===== src/rtl/sd_pkg.sv =====
// Shared definitions for the SD sector-write scheduler.
// State encodings and the default sector size in 16-bit words.
package sd_pkg;

    localparam logic [2:0] ENC_IDLE        = 3'd0;
    localparam logic [2:0] ENC_WAIT_DATA   = 3'd1;
    localparam logic [2:0] ENC_START       = 3'd2;
    localparam logic [2:0] ENC_WAIT_BUSY_H = 3'd3;
    localparam logic [2:0] ENC_WAIT_BUSY_L = 3'd4;
    localparam logic [2:0] ENC_NEXT        = 3'd5;
    localparam logic [2:0] ENC_DONE        = 3'd6;
    localparam logic [2:0] ENC_ERR         = 3'd7;

    typedef enum logic [2:0] {
        S_IDLE        = ENC_IDLE,
        S_WAIT_DATA   = ENC_WAIT_DATA,
        S_START       = ENC_START,
        S_WAIT_BUSY_H = ENC_WAIT_BUSY_H,
        S_WAIT_BUSY_L = ENC_WAIT_BUSY_L,
        S_NEXT        = ENC_NEXT,
        S_DONE        = ENC_DONE,
        S_ERR         = ENC_ERR
    } state_e;

    localparam logic [11:0] SEC_WORDS_DEF = 12'd256;

endpackage


===== src/rtl/sync_2ff.sv =====
// Two-flop synchronizer for a single asynchronous level.
// Both stages clear to 0 on reset.
module sync_2ff (
    input  logic clk_i,
    input  logic rst_n,
    input  logic d_i,
    output logic q_o
);

    logic meta_q;
    logic sync_q;

    always_ff @(posedge clk_i or negedge rst_n) begin
        if (!rst_n) begin
            meta_q <= 1'b0;
            sync_q <= 1'b0;
        end else begin
            meta_q <= d_i;
            sync_q <= meta_q;
        end
    end

    assign q_o = sync_q;

endmodule


===== src/rtl/sd_wr_sched.sv =====
// Schedules consecutive SD sector writes for one recording run,
// gating each start on FIFO fill and tracking writer busy handshakes.
module sd_wr_sched
    import sd_pkg::*;
#(
    parameter logic [31:0] START_SECTOR = 32'd2048,
    parameter logic [15:0] NUM_SECTORS  = 16'd3,
    parameter logic [11:0] SEC_WORDS    = SEC_WORDS_DEF,
    parameter logic [7:0]  BUSY_TMO     = 8'd64
) (
    input  logic        wr_clk,
    input  logic        rst_n,
    input  logic        sd_init_done,
    input  logic        run_req,
    input  logic [11:0] fifo_level,
    input  logic        sd_wr_busy,
    output logic        sd_wr_start,
    output logic [31:0] sd_wr_sec_addr,
    output logic [15:0] sec_done_cnt,
    output logic        run_done,
    output logic        err_tmo
);

    logic init_s;
    logic busy_s;

    sync_2ff u_sync_init (
        .clk_i (wr_clk),
        .rst_n (rst_n),
        .d_i   (sd_init_done),
        .q_o   (init_s)
    );

    sync_2ff u_sync_busy (
        .clk_i (wr_clk),
        .rst_n (rst_n),
        .d_i   (sd_wr_busy),
        .q_o   (busy_s)
    );

    state_e      state_q, state_d;
    logic [7:0]  tmo_q, tmo_d;
    logic [15:0] cnt_q, cnt_d;
    logic [31:0] addr_q, addr_d;
    logic        start_q, start_d;
    logic        done_q, done_d;
    logic        err_q, err_d;

    always_comb begin
        state_d = state_q;
        tmo_d   = tmo_q;
        cnt_d   = cnt_q;
        addr_d  = addr_q;

        // Losing card init abandons the run but keeps the progress count.
        if (!init_s && state_q != S_ERR) begin
            state_d = S_IDLE;
        end else begin
            unique case (state_q)
                S_IDLE: begin
                    if (init_s && run_req && !busy_s) begin
                        cnt_d  = '0;
                        addr_d = START_SECTOR;
                        if (NUM_SECTORS == 16'd0)
                            state_d = S_DONE;
                        else
                            state_d = S_WAIT_DATA;
                    end
                end
                S_WAIT_DATA: begin
                    if (fifo_level >= SEC_WORDS && !busy_s)
                        state_d = S_START;
                end
                S_START: begin
                    tmo_d   = '0;
                    state_d = S_WAIT_BUSY_H;
                end
                S_WAIT_BUSY_H: begin
                    if (busy_s)
                        state_d = S_WAIT_BUSY_L;
                    else if (tmo_q == BUSY_TMO - 8'd1)
                        state_d = S_ERR;
                    else
                        tmo_d = tmo_q + 8'd1;
                end
                S_WAIT_BUSY_L: begin
                    if (!busy_s)
                        state_d = S_NEXT;
                end
                S_NEXT: begin
                    cnt_d  = cnt_q + 16'd1;
                    addr_d = addr_q + 32'd1;
                    if (cnt_q + 16'd1 == NUM_SECTORS)
                        state_d = S_DONE;
                    else
                        state_d = S_WAIT_DATA;
                end
                S_DONE: begin
                    if (!run_req)
                        state_d = S_IDLE;
                end
                S_ERR: begin
                    state_d = S_ERR;
                end
                default: begin
                    state_d = S_IDLE;
                end
            endcase
        end

        start_d = (state_d == S_START);
        done_d  = (state_d == S_DONE);
        err_d   = (state_d == S_ERR);
    end

    always_ff @(posedge wr_clk or negedge rst_n) begin
        if (!rst_n) begin
            state_q <= S_IDLE;
            tmo_q   <= '0;
            cnt_q   <= '0;
            addr_q  <= START_SECTOR;
            start_q <= 1'b0;
            done_q  <= 1'b0;
            err_q   <= 1'b0;
        end else begin
            state_q <= state_d;
            tmo_q   <= tmo_d;
            cnt_q   <= cnt_d;
            addr_q  <= addr_d;
            start_q <= start_d;
            done_q  <= done_d;
            err_q   <= err_d;
        end
    end

    assign sd_wr_start    = start_q;
    assign sd_wr_sec_addr = addr_q;
    assign sec_done_cnt   = cnt_q;
    assign run_done       = done_q;
    assign err_tmo        = err_q;

endmodule


===== config.mk =====
export PLATFORM = sky130hd
export DESIGN_NAME = sd_wr_sched
export DESIGN_NICKNAME = d
export VERILOG_FILES = /design/src/rtl/sd_pkg.sv /design/src/rtl/sync_2ff.sv /design/src/rtl/sd_wr_sched.sv
export SDC_FILE = /design/constraint.sdc
export NUM_CORES = 1
export LEC_CHECK = 0
export ABC_AREA = 1
export CAP_MARGIN = 10
export CORE_UTILIZATION = 60
export CTS_CLUSTER_DIAMETER = 120
export CTS_CLUSTER_SIZE = 8
export DETAILED_ROUTE_END_ITERATION = 8
export DONT_BUFFER_PORTS = 1
export PLACE_DENSITY = 0.76
export SLEW_MARGIN = 15
export SYNTH_ARGS = -nofsm -noshare
export SYNTH_HDL_FRONTEND = slang
export SYNTH_SLANG_ARGS = --single-unit

===== constraint.sdc =====
create_clock -name wr_clk -period 3.65 [get_ports wr_clk]
set_clock_uncertainty 0.2 [all_clocks]
set_input_delay 0.1825 -clock wr_clk [delete_from_list [all_inputs] [get_ports wr_clk]]
set_output_delay 0.1825 -clock wr_clk [all_outputs]
set_load 0.005 [all_outputs]

# == Yosys cells after proc, flatten, opt, wreduce, memory -nomap -nowiden ==
# Index checks and enable logic that the tools add are counted.
# classes
addsub,3
order_cmp,1
eq_ne,16
mux,16
bitwise_logic,1
n_reduce_logical,11
# op_table
op,n
case mux 32 bit (2 select lines),1
"adder 32 x 1 -> 32 bit, second input constant",1
2-to-1 mux 32 bit,1
case mux 16 bit (2 select lines),1
2-to-1 mux 3 bit,8
case mux 3 bit (8 select lines),1
"== test 3 bit, second input constant",6
"adder 16 x 1 -> 16 bit, second input constant",1
"== test 16 x 2 -> 1 bit, second input constant",1
2-to-1 mux 16 bit,1
2-to-1 mux 8 bit,2
case mux 8 bit (2 select lines),1
"greater-or-equal comparator 12 x 9 -> 1 bit, second input constant",1
"== test 3 x 2 -> 1 bit, second input constant",3
"adder 8 x 1 -> 8 bit, second input constant",1
"== test 8 x 6 -> 1 bit, second input constant",1
"inequality test 2 bit, second input constant",3
logical AND 1 bit,4
AND reduction 4 bit,1
nonzero test 2 bit,2
"== test 3 x 1 -> 1 bit, second input constant",1
logical NOT 3 bit,1
"inequality test 3 bit, second input constant",1
AND reduction 3 bit,1
other kinds (2),3
# totals
register_bits,66
inputBits,17
output_inout_bits,51
word_cells,59

# == Logic depth before layout (Yosys ltp) ==
# Gate-level depths: netlist (run 1).
# logic_depth
word_depth,6
mapped_depth,16
mapped_depth_nobuf,16

# == Modules after synthesis ==
# A second synthesis (run 1) with hierarchy kept.
# unflattened
hier_cells,497
area_unflattened_um2,3772.4
# modules_own_cells
module,n_inst,cells_each,area_per_inst_um2,seq_area_each_um2
sd_wr_sched,1,493,3672.3,1552.7
sync_2ff,2,2,50.0,50.0

# == Worst setup path after synthesis (run 1) ==
# OpenSTA, ideal clock, no wires.
# synth_path
path_kind,reg-to-reg
startpoint,register cnt_q[0] (netlist: sec_done_cnt[0])
endpoint,register start_q (netlist: sd_wr_start)
setup_ns,0.071
arrival_time_ns,1.699
t_required_ns,3.379
slack_ns,1.680
stages_incl_launch_ff,16
path_buffers,0
period_less_slack_ns,1.970
path_cell_list,dfrtp_1 -> ha_1 -> nand2_1 -> nor2_1 -> nand2_1 -> nand2_1 -> nand2_1 -> nor2_1 -> nand2_1 -> nor2_1 -> nand3_1 -> nand2_1 -> nand2_1 -> nor2_1 -> nand3_1 -> nor2_1
# synth_between
elab_chain_len,6
# synth_lines
item,line_no,source
from (decl),sd_wr_sched.sv:43,"logic [15:0] cnt_q, cnt_d;"
from (signal assigned),sd_wr_sched.sv:128,cnt_q <= cnt_d;
adder 16 x 1 -> 16 bit,sd_wr_sched.sv:93,if (cnt_q + 16'd1 == NUM_SECTORS)
== test 16 x 2 -> 1 bit,sd_wr_sched.sv:93,
2-to-1 mux 3 bit,sd_wr_sched.sv:93,
case mux 3 bit (8 select lines),sd_wr_sched.sv:59,unique case (state_q)
2-to-1 mux 3 bit,sd_wr_sched.sv:56,if (!init_s && state_q != S_ERR) begin
== test 3 x 2 -> 1 bit,sd_wr_sched.sv:111,start_d = (state_d == S_START);
via start_d,sd_wr_sched.sv:45,"logic start_q, start_d;"
to (signal assigned),sd_wr_sched.sv:130,start_q <= start_d;
to (decl),sd_wr_sched.sv:45,
# The timed path passes the listed nets, and every way through them passes these cells.
# A chain may end at the register's enable or synchronous reset.

# == Worst setup path after layout (run 1) ==
# layout_path
startpoint,register state_q[0]
endpoint,register addr_q[26] (netlist: sd_wr_sec_addr[26])
# layout_between
elab_chain_len,4
elab_cells_between_ends,9
cone_classes,eq/ne: 3; mux: 1; bitwise: 1; reduce/logical: 4
# layout_lines
item,line_no,source
from (decl),sd_wr_sched.sv:41,"state_e state_q, state_d;"
from (signal assigned),sd_wr_sched.sv:126,state_q <= state_d;
inequality test 3 bit,sd_wr_sched.sv:56,
logical AND 1 bit,sd_wr_sched.sv:56,
inverter 1 bit (no line),--,
AND reduction 3 bit (no line),--,
to (signal assigned),sd_wr_sched.sv:129,addr_q <= addr_d;
to (decl),sd_wr_sched.sv:44,"logic [31:0] addr_q, addr_d;"
# Parallel ways exist; a longest one is shown, timed or not.

==> results of run 1 <==
## sequential cells by signal, indices dropped and copies added, names as in the netlist
name	flops
err_tmo	1
run_done	1
sd_wr_sec_addr	32
sd_wr_start	1
sec_done_cnt	16
state_q	3
tmo_q	8
u_sync_busy.meta_q	1
u_sync_busy.q_o	1
u_sync_init.meta_q	1
u_sync_init.q_o	1
## worst max-delay path, cell delays in order, from the launching register on
cell and delay (ns):
dfrtp_1 0.51, nor2_1 0.21, nand2_2 0.12, nor2_8 0.31
nor2_8 0.10, inv_2 0.26, nand4_1 0.22, nor4_1 0.39
o21ai_0 0.13, a21oi_1 0.14
## worst paths after layout
path                                                  endpoint  depth (start not counted)
worst max-delay path            sd_wr_sec_addr[26]$_DFFE_PN0P_                          9
worst min-delay path             sd_wr_sec_addr[4]$_DFFE_PN0P_                          3
worst max register to register  sd_wr_sec_addr[26]$_DFFE_PN0P_                          9
worst min register to register       u_sync_init.q_o$_DFF_PN0_                          0
max in group asynchronous       sd_wr_sec_addr[11]$_DFFE_PN1P_                          2
min in group asynchronous          sec_done_cnt[7]$_DFFE_PN0P_                          2
## metrics by stage
step                hold WS [ns]  setup slack [ns]  util [%]  area [um2]  instances
floorplan                 -0.313              1.68         -        3730        491
global placement          -0.312              1.06      63.9        3810        561
detailed placement        -0.312              1.03      63.9        3810        561
CTS                       0.0574              1.03      68.2        4060        582
global route              0.0817             0.798      68.2        4060        582
finish                    0.0690             0.977      68.2        4060        582
## cell type report
cell class / count / area [um2] / share of cell area [%]
multi-input combinational: 341 / 1760 / 43.4
sequential: 66 / 1650 / 40.7
inverter: 78 / 293 / 7.21
clock buffer: 10 / 128 / 3.14
tap: 75 / 93.8 / 2.31
timing repair buffer: 6 / 75.1 / 1.85
clock inverter: 6 / 57.6 / 1.42
## routing by layer
metal | GRT usage (%) | wire [um] | part of all wire, % | vias up
li1 | - | - | - | 1628
met1 | 33.2 | 3500 | 42 | 1547
met2 | 47.2 | 4050 | 49 | 118
met3 | 7.98 | 596 | 7.2 | 21
met4 | 10.7 | 132 | 1.6 | 0
met5 | 0 | 0 | 0 | -
## cells in the final DEF (no fill, tap or decap), types with 5 or more instances in the layout
cell      netlist  final
clkbuf_8        0      9
nand2_1       108    108
xor2_1          5      5
o21ai_0        32     32
nor3_1         12     12
a21oi_1        24     24
nor4_1          5      5
inv_2           8      8
dfrtp_1        65     65
nor2_8          5      5
o21ai_1         5      5
inv_1          68     68
o21a_1          6      6
nand4_1        15     15
nand3_1        30     30
nor2_1         59     59
## power by group
part	total [W]	leakage (nW)	internal, W	switching [W]
logic	0.000230	0.898	0.0000713	0.000158
clock network	0.000598	0.0958	0.000311	0.000287
registers	0.000834	0.907	0.000772	0.0000623
## cell families (layout without fill, tap and decap cells)
kind of cell,after synthesis,after routing,share of synthesized area [%]
simple gates,251,251,32.5
flops,66,66,44.3
buf+inv,84,100,8.58
compound gates,81,81,12.1
xor+xnor,5,5,1.17
fa+ha+maj,4,4,1.34
==> results.cfg, run 1 <==
[placed_design]
place_congestion = 0.857
hpwlAfterDp_mm = 5.75
numPortBuffers = 0

[flow_run]
maxCapViolations = 0

[global_routing]
grt_pass1_wl_mm = 14.0
grt_start_max_net_pins = 67
grtUsageTotal_pct = 27.8
overflow = 0
antenna_found_initial = 0
grt_pass1_vias = 3206

[timing]
tightest_slew_ns = 0.603
fin_crit_sh_pct = 73.2
rsz0062_at_grt = no
max_slew_margin_pct = 59.8
drv_slew = 0
fin_crit_ns = 2.67
setup_viol = 0
max_freq_mhz = 374
finalSetupTns_ns = 0
hold_violations = 0

[power_and_ir_drop]
power.total_w = 0.00166
leakage_nw = 1.90
max-vdd-ir-drop_v = 0.000217
p_per_area_nw_per_um2 = 409

[drt]
drtPass1Iterations = 5
dr.first_iter.drc_count = 201
drc = 0
vias = 3314
routed_wl_mm = 8.28
drtAntennaViolNets = 0
vias_per_cell = 5.69
routedWlPerCell_um = 14.2

[synth]
yosys-top-cells-count = nand2_1, inv_1, dfrtp_1
synth.distinct_cells = 39
yosysMostFrequentCell = nand2_1
syn_nets = 512
ys_seq_area_share_pct = 44.3
syn_avg_cell_area_um2 = 7.61
synth.area.top_cells = dfrtp_1, nand2_1, inv_1
ys.warnings.count = 0
synth_edf_count = 0
ys_seq_elements = 66
syn_area_um2 = 3730
syn_inst = 491
synthFlopType = dfrtp_1
yosys.area.top_type = dfrtp_1
yosysTopAreaCellShare_pct = 43.6
synthArstFlopShare_pct = 100

[clocking]
cts-root-buf = clkbuf_8
cts_buffers = 9
postCtsSetupRepairBufs = 0
clkLatencyLatePin_ns = 0.34
cts-hold-fix-buffers = 5
h-tree-depth = 3
clock_sinks = 66
clk_pin_slew_ns = 0.08
cts_tree = done
cts_resized = 0
cts_buffer_depth = 2

[run_status]
status = complete, no violations

[min_path]
holdCritStartpoint = run_req
min_path_type = in -> reg

[worst_setup_path]
crit_type = reg -> reg
arrival_ns = 2.74
endpoint_kind = flop
required_ns = 3.72
path_max_fanout = 18
rrSetupSlack_ns = 0.98
cp-startpoint = state_q[0]$_DFF_PN0_
worstReg2RegStart = state_q[0]$_DFF_PN0_
crit_path_start_kind = flop

[floorplan]
die_area_um2 = 6540
die_width_um = 80.9
coreArea_um2 = 5960
row_count = 28
fp.dieH_um = 80.9
initial_core_util_pct = 62.7
io_pins = 68

[layout]
antenna_cells = 0
fillers = 498
area_delta_synth_final_pct = 8.74
final_nets = 523
drive_above_1_share_pct = 9.07
No activity file was read; power rests on OpenSTA's default activity.
==> run 2, diff against run 1 <==
ABC_AREA = 0   (was 1)
CORE_UTILIZATION = 57   (was 60)
PLACE_DENSITY = 0.75   (was 0.76)
clock period = 2.2 ns   (was 3.65 ns; I/O delays follow)
==> run 2 against run 1 <==
Net effect: clock-buffer cell count is 2 higher; via count is 5.8% lower; area after synthesis fell by 2.9%; critical endpoint is now state_q[0]$_DFF_PN0_.
==> results.cfg, run 2 <==
[layout]
antenna_cells = 0
utilization_pct = 72.4
layout_commonest_cell = dfrtp_1
final_nets = 461
fillers = 456
drive_above_1_share_pct = 21.3
fin_cells = 520
area_delta_synth_final_pct = 20.4
largest_reg_flops = 32
final_cell_mix = dfrtp_1, buf_4, nor2_1, o21ai_0, nand2_1

[synth]
synth.area.top_cells = dfrtp_1, o21ai_0, xor2_1
ys_seq_elements = 66
synth.distinct_cells = 59
syn_area_um2 = 3630
synth_edf_count = 0
ys.warnings.count = 0
synthFlopType = dfrtp_1
yosys.area.top_type = dfrtp_1
synthArstFlopShare_pct = 100
yosys-top-cells-count = dfrtp_1, o21ai_0, nor2_1
syn_nets = 414
syn_avg_cell_area_um2 = 9.23
yosysMostFrequentCell = dfrtp_1
yosysTopAreaCellShare_pct = 44.9
ys_seq_area_share_pct = 45.6
syn_inst = 393

[global_routing]
grt_pass1_wl_mm = 13.3
overflow = 0
grtUsageTotal_pct = 26.5
antenna_found_initial = 0
grt_pass1_vias = 2968
grt_start_max_net_pins = 67

[timing]
drv_slew = 0
max_freq_mhz = 456
hold_slack_ns = 0.0358
fin_crit_sh_pct = 99.6
rsz0062_at_grt = yes
setup_viol = 0
tightest_slew_ns = 0.420
hold_violations = 0
max_slew_margin_pct = 71.7
fin_crit_ns = 2.19
finalSetupTns_ns = 0

[clocking]
h-tree-depth = 3
cts_tree = done
cts_buffers = 9
cts-root-buf = clkbuf_8
clock_sinks = 66
clk_pin_slew_ns = 0.07
clkLatencyLatePin_ns = 0.35
cts_buffer_depth = 2

[power_and_ir_drop]
p_per_area_nw_per_um2 = 533
max-vdd-ir-drop_v = 0.000538
internal-power_w = 0.00181
leakage_nw = 1.86
pwr-share-clk_pct = 45.7
seq_power_share_pct = 52.4
p_comb_share_pct = 1.9
power.net_switching_w = 0.000510
swShare_pct = 22.0

[run_status]
status = complete, no violations

[floorplan]
die_width_um = 81.8
row_count = 28
fp.dieH_um = 81.8
coreArea_um2 = 6030
die_area_um2 = 6680
io_pins = 68
initial_core_util_pct = 60.2

[flow_run]
maxCapViolations = 0

[worst_setup_path]
path_max_fanout = 4
required_ns = 2.24
worstReg2RegStart = sec_done_cnt[1]$_DFFE_PN0P_
endpoint_kind = flop
arrival_ns = 2.23
r2r_cells = 7
rrSetupSlack_ns = 0.008
crit_type = reg -> reg
regToRegEndpoint = state_q[0]$_DFF_PN0_
crit_path_start_kind = flop

[drt]
vias_per_cell = 6.01
dr.first_iter.drc_count = 190
drc = 0
vias = 3123
drtPass1Iterations = 4
routed_wl_mm = 8.19
drtAntennaViolNets = 0
routedWlPerCell_um = 15.8

[placed_design]
place_congestion = 0.831
hpwlAfterDp_mm = 5.53
dp_cells = 492
numPortBuffers = 0

[min_path]
whs_path_depth = 4
min_path_type = in -> reg
holdPathEnd = state_q[2]$_DFF_PN0_
holdCritStartpoint = run_req
==> run 2: changes by cell type in the layout (fill, tap and decap cells not counted), moves of 6 or more <==
cell and delta:
nor2_1 -18, nor3_1 -8, inv_1 -62, buf_4 +51, nand2_1 -73, a21oi_1 -8
o21ai_0 +9, nand3_1 -8, o21a_1 -6, and3_1 +8, xor2_1 +19, or3_1 +12
inv_2 -8
==> run 2: cell families (layout without fill, tap and decap cells) <==
| kind of cell | after synthesis | in the layout | share of synthesized area [%] |
|---|---|---|---|
| compound gates | 88 | 88 | 15.0 |
| buf+inv | 29 | 81 | 3.73 |
| simple gates | 179 | 179 | 27.7 |
| fa+ha+maj | 4 | 4 | 1.38 |
| flops | 66 | 66 | 45.6 |
| xor+xnor | 27 | 27 | 6.52 |
==> run 2: worst max path at each step <==
stage,depth (start not counted),endpoint,start
after detailed placement,7,state_q[0]$_DFF_PN0_,sec_done_cnt[1]$_DFFE_PN0P_
after global placement,7,state_q[0]$_DFF_PN0_,sec_done_cnt[1]$_DFFE_PN0P_
after global routing,7,state_q[0]$_DFF_PN0_,sec_done_cnt[1]$_DFFE_PN0P_
after CTS,7,state_q[0]$_DFF_PN0_,sec_done_cnt[0]$_DFFE_PN0P_
final,7,state_q[0]$_DFF_PN0_,sec_done_cnt[1]$_DFFE_PN0P_
after floorplan,7,state_q[0]$_DFF_PN0_,sec_done_cnt[2]$_DFFE_PN0P_
==> run 2: worst max-delay path, cell delays in order (launching register included) <==
cell       delay, ns
dfrtp_1         0.44
ha_4            0.21
nand4_4         0.09
nor3_4          0.07
a311o_1         0.39
a2111oi_4       0.38
nand3_1         0.12
a31o_1          0.19
==> run 2: metrics by stage <==
step	setup slack [ns]	instance area (um2)	total power, W
final	0.00792	4370	0.00233
after global routing	-0.0682	4370	0.00240
after CTS	0.0157	4280	0.00234
after detailed placement	-0.0604	3980	0.00125
after global placement	0.0383	3980	0.00125
after floorplan	-0.00612	3640	0.00125
==> run 2: per-layer routing <==
metal | vias up | track usage (%) | wire length, um
met3 | 22 | 8.33 | 442
met2 | 76 | 42.1 | 4070
met1 | 1518 | 32.5 | 3490
li1 | 1507 | - | -
met5 | - | 0 | 0
met4 | 0 | 13.0 | 191
==> run 2: layout make-up <==
| type | count | area, um2 | area share [%] |
|---|---|---|---|
| multi-input cells | 298 | 1900 | 43.5 |
| flip-flops and latches | 66 | 1660 | 37.9 |
| repair buffers | 59 | 489 | 11.2 |
| clock buffers | 12 | 155 | 3.55 |
| well taps | 75 | 93.8 | 2.15 |
| clock inverters | 4 | 50.0 | 1.15 |
| inverters | 6 | 22.5 | 0.516 |
==> run 2: power by group through the flow <==
stage          combinational (W)  clock [W]  sequential, W
6_report               0.0000452    0.00106        0.00122
5_1_grt                0.0000520    0.00113        0.00122
4_1_cts                0.0000472    0.00107        0.00122
3_5_place_dp          0.00000990          0        0.00124
3_3_place_gp          0.00000988          0        0.00124
2_1_floorplan         0.00000560          0        0.00124
==> run 2: repair_timing <==
action                                  in CTS  in global routing
resized for setup                            2                 10
endpoints found under the setup margin       5                  9
hold buffers                                 5                  0
cloned                                       0                  0
pin swaps                                    2                 11
endpoints found under the hold margin       72                  0
buffers inserted                             1                  6
==> run 3, diff against run 2 <==
CORE_UTILIZATION = 39   (was 57)
GPL_TIMING_DRIVEN = 0   (was default)
PLACE_DENSITY = default   (was 0.75)
SKIP_CTS_REPAIR_TIMING = 1   (was default)
==> run 3 against run 2 <==
Net effect: the run now ends with negative setup slack left; die area is 45% higher; final cell count rose by 4.8%; fmax shrank 4.0%; wire length rose by 6.0%; clock-buffer cell count is 1 lower; first-iteration DRC count decreased by 39%; critical endpoint is now sd_wr_sec_addr[16]$_DFFE_PN0P_.
==> results.cfg, run 3 (same netlist as run 2, synthesis figures left out) <==
[placed_design]
hpwlAfterDp_mm = 5.49
numPortBuffers = 0
place_ws_ns = -0.341
place_congestion = 0.825

[layout]
antenna_cells = 0
layout_commonest_cell = dfrtp_1
drive_above_1_share_pct = 23.6
final_nets = 454
fillers = 823
final_cell_mix = dfrtp_1, nor2_1, o21ai_0, nand2_1, xor2_1
area_delta_synth_final_pct = 23.2
largest_reg_flops = 32

[global_routing]
grt_pass1_vias = 2711
grt_start_max_net_pins = 67
grtUsageTotal_pct = 17.2
grt_pass1_wl_mm = 13.3
overflow = 0
antenna_found_initial = 0

[drt]
routedWlPerCell_um = 15.9
drtAntennaViolNets = 0
drtPass1Iterations = 8
dr.first_iter.drc_count = 115
vias = 3095
vias_per_cell = 5.68
routed_wl_mm = 8.69
drc = 0

[run_status]
violations = negative setup slack
status = finished, violations left

[min_path]
min_path_type = in -> reg

[worst_setup_path]
path_max_fanout = 6
arrival_ns = 2.35
crit_type = reg -> reg
crit_path_start_kind = flop
crit_chain = buf_6 -> nor4b_4 -> o2111ai_4 -> or3_4 -> or3_1 -> a21oi_2
required_ns = 2.27
endpoint_kind = flop
critical-path-max-stage-delay_ns = 0.45
rrSetupSlack_ns = -0.08
cp_slowest_cell = or3_4

[power_and_ir_drop]
p_per_area_nw_per_um2 = 508
leakage_nw = 1.89
power.total_w = 0.00227
max-vdd-ir-drop_v = 0.000408

[clocking]
h-tree-depth = 3
clkLatencyLatePin_ns = 0.34
cts_tree = done
cts_buffer_depth = 2
cts-root-buf = clkbuf_8
clock_sinks = 66
cts_buffers = 9
clk_pin_slew_ns = 0.08

[timing]
finalSetupTns_ns = -0.232
setup_viol = 6
fin_crit_ns = 2.28
fin_crit_sh_pct = 104
setup_slack_ns = -0.0827
drv_slew = 0
max_freq_mhz = 438
max_slew_margin_pct = 65.6
rsz0062_at_grt = yes
tightest_slew_ns = 0.517
hold_violations = 0

[floorplan]
die_width_um = 98.4
initial_core_util_pct = 41.0
coreArea_um2 = 8850
die_area_um2 = 9690
fp.dieH_um = 98.4
row_count = 34
io_pins = 68

[flow_run]
maxCapViolations = 0
## run 3: final cells by class
class                      count  area, um2  area share (%)
clock buffer                  11        141            3.17
buffer                        19        138            3.08
tap                          108        135            3.03
multi-input combinational    298       2000            44.7
clock inverter                 4       52.6            1.18
timing repair buffer          33        318            7.12
sequential                    66       1660            37.2
inverter                       6       22.5           0.504
## run 3: worst paths after layout
check                           depth (start not counted)                              to                         start
worst max-delay path                                    6  sd_wr_sec_addr[16]$_DFFE_PN0P_          state_q[2]$_DFF_PN0_
worst min-delay path                                    4            state_q[2]$_DFF_PN0_                       run_req
worst max register to register                          6  sd_wr_sec_addr[16]$_DFFE_PN0P_          state_q[2]$_DFF_PN0_
worst min register to register                          0       u_sync_init.q_o$_DFF_PN0_  u_sync_init.meta_q$_DFF_PN0_
max in group asynchronous                               2  sd_wr_sec_addr[11]$_DFFE_PN1P_                         rst_n
min in group asynchronous                               2    sec_done_cnt[10]$_DFFE_PN0P_                         rst_n
## run 3: report_power, final
part           total [W]  switching (W)  internal (W)
clock            0.00101       0.000460      0.000548
combinational  0.0000394      0.0000270     0.0000123
sequential       0.00122     0.00000546       0.00122
total            0.00227       0.000493       0.00178
## run 3: worst max-delay path, delay by kind of cell (launching register included)
kind	cells	cell delay (ns)
AOI/OAI and AO/OA	2	0.32
buffers and inverters	1	0.14
DFF	1	0.40
and+or+nand+nor	3	1.17
## run 3: through the flow
stage	cell area (um2)	instances	util [%]	hold WS [ns]
after global placement	3770	501	42.7	-0.384
final	4470	545	50.5	0.0347
after CTS	3970	516	44.9	-0.758
after global routing	4470	545	50.5	0.0728
after floorplan	3640	393	-	-0.386
after detailed placement	3770	501	42.7	-0.384
## run 3: layer usage
layer	share of wire [%]	wire (um)	GRT usage [%]
met1	44	3820	22.4
met2	49	4210	27.0
met3	6.1	531	5.89
met4	1.3	117	5.74
met5	0	0	0
